## src/rtl/led_frame_parser_pkg.sv

```systemverilog
// Shared definitions for the LED frame parser.
// Holds the default sync byte, default timeout and state encodings.
package led_frame_parser_pkg;

    localparam logic [7:0] DEF_SYNC_BYTE = 8'hA5;
    localparam int DEF_TIMEOUT_CYCLES = 4096;

    typedef enum logic [2:0] {
        ST_IDLE,
        ST_COUNT,
        ST_ADDR,
        ST_DATA,
        ST_CHECK
    } state_t;

endpackage

```

## src/rtl/led_frame_parser_pulse_sync.sv

```systemverilog
// Two-flop synchronizer with a registered rising-edge detect.
// The pulse is high for one clock, three edges after async_in rises.
module pulse_sync (
    input  logic clk,
    input  logic reset,
    input  logic async_in,
    output logic pulse
);

    logic [2:0] sync_q;

    always_ff @(posedge clk or posedge reset) begin
        if (reset) begin
            sync_q <= 3'b000;
            pulse  <= 1'b0;
        end else begin
            sync_q <= {sync_q[1:0], async_in};
            pulse  <= sync_q[1] & ~sync_q[2];
        end
    end

endmodule

```

## src/rtl/led_frame_parser.sv

```systemverilog
// Frames UART bytes into LED update packets and writes the back buffer.
// A verified checksum commits the frame; bad packets or stalls flag an error.
module led_frame_parser
    import led_frame_parser_pkg::*;
#(
    parameter logic [7:0] SYNC_BYTE = DEF_SYNC_BYTE,
    parameter int TIMEOUT_CYCLES = DEF_TIMEOUT_CYCLES
) (
    input  logic       clock_12mhz,
    input  logic       reset,
    input  logic [7:0] rx_data,
    input  logic       rx_data_ready,
    output logic       wr_en,
    output logic [7:0] wr_addr,
    output logic [7:0] wr_data,
    output logic       frame_commit,
    output logic       frame_error,
    output logic       busy
);

    localparam int GW = $clog2(TIMEOUT_CYCLES + 1);

    state_t state, state_n;
    logic          strobe;
    logic          timeout;
    logic [GW-1:0] gap;
    logic [7:0]    count, count_n;
    logic [7:0]    start, start_n;
    logic [7:0]    idx, idx_n;
    logic [7:0]    acc, acc_n;
    logic          wr_en_n, commit_n, error_n;
    logic [7:0]    wr_addr_n, wr_data_n;

    pulse_sync u_rx_sync (
        .clk      (clock_12mhz),
        .reset    (reset),
        .async_in (rx_data_ready),
        .pulse    (strobe)
    );

    assign busy    = (state != ST_IDLE);
    assign timeout = busy && (gap == GW'(TIMEOUT_CYCLES - 1));

    // Gap counter: any strobe restarts it, so a strobe beats the timeout.
    always_ff @(posedge clock_12mhz or posedge reset) begin
        if (reset) begin
            gap <= '0;
        end else if (strobe || !busy) begin
            gap <= '0;
        end else begin
            gap <= gap + 1'b1;
        end
    end

    always_ff @(posedge clock_12mhz or posedge reset) begin
        if (reset) begin
            state        <= ST_IDLE;
            count        <= 8'h00;
            start        <= 8'h00;
            idx          <= 8'h00;
            acc          <= 8'h00;
            wr_en        <= 1'b0;
            wr_addr      <= 8'h00;
            wr_data      <= 8'h00;
            frame_commit <= 1'b0;
            frame_error  <= 1'b0;
        end else begin
            state        <= state_n;
            count        <= count_n;
            start        <= start_n;
            idx          <= idx_n;
            acc          <= acc_n;
            wr_en        <= wr_en_n;
            wr_addr      <= wr_addr_n;
            wr_data      <= wr_data_n;
            frame_commit <= commit_n;
            frame_error  <= error_n;
        end
    end

    always_comb begin
        state_n   = state;
        count_n   = count;
        start_n   = start;
        idx_n     = idx;
        acc_n     = acc;
        wr_en_n   = 1'b0;
        wr_addr_n = wr_addr;
        wr_data_n = wr_data;
        commit_n  = 1'b0;
        error_n   = 1'b0;
        if (strobe) begin
            unique case (state)
                ST_IDLE: begin
                    if (rx_data == SYNC_BYTE) state_n = ST_COUNT;
                end
                ST_COUNT: begin
                    if (rx_data == 8'h00) begin
                        error_n = 1'b1;
                        state_n = ST_IDLE;
                    end else begin
                        count_n = rx_data;
                        acc_n   = rx_data;
                        state_n = ST_ADDR;
                    end
                end
                ST_ADDR: begin
                    start_n = rx_data;
                    acc_n   = acc ^ rx_data;
                    idx_n   = 8'h00;
                    state_n = ST_DATA;
                end
                ST_DATA: begin
                    wr_en_n   = 1'b1;
                    wr_addr_n = start + idx;
                    wr_data_n = rx_data;
                    acc_n     = acc ^ rx_data;
                    idx_n     = idx + 8'h01;
                    if (idx == count - 8'h01) state_n = ST_CHECK;
                end
                ST_CHECK: begin
                    commit_n = (rx_data == acc);
                    error_n  = (rx_data != acc);
                    state_n  = ST_IDLE;
                end
                default: state_n = ST_IDLE;
            endcase
        end else if (timeout) begin
            error_n = 1'b1;
            state_n = ST_IDLE;
        end
    end

endmodule

```

## config.mk

```make
export PLATFORM = sky130hd
export DESIGN_NAME = led_frame_parser
export DESIGN_NICKNAME = d
export VERILOG_FILES = /design/src/rtl/led_frame_parser_pkg.sv /design/src/rtl/led_frame_parser_pulse_sync.sv /design/src/rtl/led_frame_parser.sv
export SDC_FILE = /design/constraint.sdc
export NUM_CORES = 1
export LEC_CHECK = 0
export BUFFER_PORTS_ARGS = -buffer_cell sky130_fd_sc_hd__buf_4
export CAP_MARGIN = 20
export CORE_MARGIN = 1
export CORE_UTILIZATION = 30
export DETAILED_ROUTE_END_ITERATION = 8
export SLEW_MARGIN = 15
export SYNTH_ARGS = -nofsm -noshare
export SYNTH_HDL_FRONTEND = slang
export SYNTH_SLANG_ARGS = --single-unit
```

## constraint.sdc

```tcl
create_clock -name clock_12mhz -period 3 [get_ports clock_12mhz]
set_clock_uncertainty 0.2 [all_clocks]
set_input_delay 0.3 -clock clock_12mhz [delete_from_list [all_inputs] [get_ports clock_12mhz]]
set_output_delay 0.3 -clock clock_12mhz [all_outputs]
set_load 0.01 [all_outputs]
```

==> flow_metrics.env <==
export IMPL_finalHoldViolations=0
export IMPL_cts_buffers=9
export IMPL_cp_required_ns=3.02
export IMPL_viasPerCell=4.97
export IMPL_insertion_delay_ns=0.33
export IMPL_wl_per_cell_um=14.2
export IMPL_hold_class="in -> reg"
export IMPL_cp_max_fo=17
export IMPL_syn_to_final_growth_pct=19.3
export IMPL_clkSinkCount=71
export IMPL_async_flop_share_pct=100
export IMPL_coreArea_mm2=0.0117
export IMPL_fin_nets=426
export IMPL_p_per_area_mw_per_mm2=899
export IMPL_syn_area_per_cell_um2=10.0
export IMPL_cts_resized=0
export IMPL_status="complete, no violations"
export IMPL_dpl_cell_area_mm2=0.00406
export IMPL_critPathArrivalTime_ns=2.59
export IMPL_maxCapViolCount=0
export IMPL_p_clk_share_pct=24.6
export IMPL_drt_wl_total_mm=7.83
export IMPL_seq_power_share_pct=40.4
export IMPL_syn_area_mm2=0.00366
export IMPL_gp_congestion=0.804
export IMPL_first_global_vias=2741
export IMPL_seqCellArea_mm2=0.00178
export IMPL_hpwl_mm=5.62
export IMPL_path_class="in -> reg"
export IMPL_antenna_found_initial=0
export IMPL_die_h_um=112
export IMPL_fill_cells=1131
export IMPL_ys_types=53
export IMPL_leakagePower_nw=1.96
export IMPL_start_kind="primary input"
export IMPL_synth_seq_cells=71
export IMPL_htree_levels=3
export IMPL_yosysSeqAreaShare_pct=48.6
export IMPL_hold_start="rx_data[3]"
export IMPL_synthesis_instances=365
export IMPL_peakVddDrop_mv=0.320
export IMPL_grt_max_degree=26
export IMPL_vias=2737
export IMPL_drt_first_pass_iters=4
export IMPL_fin_tns_setup_ns=0
export IMPL_final_common_cell="dfrtp_1"
export IMPL_r2r_start="count[0]$_DFFE_PP0P_"
export IMPL_swShare_pct=35.3
export IMPL_rows=39
export IMPL_worst_setup_hold_path_clk_slew_ns=0.05
export IMPL_slew_violations=0
export IMPL_internal_power_w=0.00254
export IMPL_ant_nets=0
export IMPL_max_clock_freq_mhz=389
export IMPL_grt_pass1_wl_mm=13.5
export IMPL_fin_crit_sh_pct=85.7
export IMPL_period_minus_slack_ns=2.57
export IMPL_synth_flop_cell="dfrtp_1"
export IMPL_slew_headroom_pct=56.3
export IMPL_clock_path_buffers=2
export IMPL_diodes=0
export IMPL_cp_end_kind="register"
export IMPL_multi_input_area_mm2=0.00177
export IMPL_yosys_warnings=0
export IMPL_overflow=0
export IMPL_cts_tree="done"
export IMPL_synth_nets=387
export IMPL_start_util_pct=31.3
export IMPL_final_cell_mix="dfrtp_1, nand2_1, buf_4"
export IMPL_first_iter_violations=137
export IMPL_combPwrFrac_pct=34.9
export IMPL_finalInstanceArea_mm2=0.00436
export IMPL_setup_viol=0
export IMPL_design_die_area_mm2=0.0126
export IMPL_pin_count=31
export IMPL_port_buffers=30
export IMPL_cts_root_buf="clkbuf_16"
export IMPL_grtUsageTotal_pct=13.8
export IMPL_final_layout_size_suffix_gt1_share_pct=21.1
export IMPL_synth_edf_count=0
export IMPL_p_sw_w=0.00139
export IMPL_die_w_um=112
export IMPL_crit_start="rx_data[6]"
export IMPL_drcViolationCount=0
export IMPL_worst_pin_slew_ns=0.653
export IMPL_rsz0062_at_grt="false"
-- timing repair --
action                                 CTS  global route
hold buffers                             3             0
setup buffers                            0             0
endpoints found under the hold margin   25             0
-- state kept, by name, summed over array words and instances (netlist names) --
signal            count
idx                   8
gap                  13
u_rx_sync.pulse       1
frame_error           1
wr_addr               8
wr_data               8
count                 8
start                 8
u_rx_sync.sync_q      3
acc                   8
frame_commit          1
wr_en                 1
state                 3
-- per-layer routing --
metal / vias to the layer above / part of all wire, % / GRT usage [%]
li1: 1339 / - / -
met1: 1349 / 49 / 18.0
met2: 34 / 47 / 22.0
met3: 15 / 2.2 / 2.32
met4: 0 / 2.2 / 7.02
met5: - / 0 / 0
-- final timing paths --
check	end	slack (ns)	cells past startpoint
max in group asynchronous	wr_data[1]$_DFFE_PP0P_	1.54	4
worst max register to register	state[1]$_DFFE_PP0P_	0.66	8
min in group asynchronous	gap[8]$_DFF_PP0_	0.35	3
worst max-delay path	count[3]$_DFFE_PP0P_	0.43	6
worst min-delay path	acc[3]$_DFFE_PP0P_	0.01	2
worst min register to register	u_rx_sync.sync_q[1]$_DFF_PP0_	0.15	0
-- layout make-up --
| cell class | count | share of cell area [%] |
|---|---|---|
| flip-flops and latches | 71 | 40.7 |
| multi-input cells | 267 | 40.7 |
| repair buffers | 40 | 7.06 |
| clock buffers | 12 | 5.65 |
| well taps | 143 | 4.10 |
| inverters | 15 | 1.29 |
| clock inverters | 3 | 0.459 |
-- synth_stat cells, drive strengths merged (4+ instances only) --
| cell | instances | area (µm²) |
|---|---|---|
| o21ai | 37 | 189 |
| nor3 | 10 | 50.1 |
| mux2 | 23 | 259 |
| a21oi | 12 | 60.1 |
| nand4 | 5 | 46.3 |
| nor2 | 28 | 108 |
| nor4 | 6 | 58.8 |
| inv | 15 | 56.3 |
| xnor2 | 10 | 87.6 |
| ha | 10 | 125 |
| nand3 | 11 | 67.6 |
| nand2 | 51 | 194 |
| clkbuf | 9 | 33.8 |
| xor2 | 22 | 193 |
| dfrtp | 71 | 1780 |
| nor2b | 4 | 25.0 |
-- worst max-delay path, cell delays in order --
cell and delay (ns):
dlygate4sd3_1 0.53, buf_4 0.16, nor4_1 0.49, a21oi_1 0.17, nand2_1 0.53, mux2_2 0.41
-- power by group through the flow --
stage,Combinational (W),Sequential [W],Clock [W]
6_report,0.00137,0.00159,0.000966
5_1_grt,0.00156,0.00164,0.00103
4_1_cts,0.00139,0.00159,0.000993
3_5_place_dp,0.00138,0.00160,0
3_3_place_gp,0.00135,0.00158,0
2_1_floorplan,0.000946,0.00156,0
-- logic make-up after synthesis --
family          count (synthesis)  share of synthesized area [%]
buf+inv                        27                           2.87
simple gates                  133                           18.7
flops                          71                           48.6
compound gates                 66                           10.6
mux                            25                           7.63
fa+ha+maj                      11                           3.97
xor+xnor                       32                           7.67
-- per-stage QoR --
stage / hold slack [ns] / total power [W] / cells / util (%) / setup slack, ns
2_1_floorplan: 0.131 / 0.00250 / 365 / - / 0.703
3_3_place_gp: 0.136 / 0.00293 / 533 / 34.8 / 0.676
3_5_place_dp: 0.143 / 0.00298 / 533 / 34.8 / 0.643
4_1_cts: 0.00378 / 0.00397 / 551 / 37.4 / 0.407
5_1_grt: 0.0188 / 0.00422 / 551 / 37.4 / 0.319
6_report: 0.0130 / 0.00392 / 551 / 37.4 / 0.428
No activity file was read; power rests on OpenSTA's default activity.
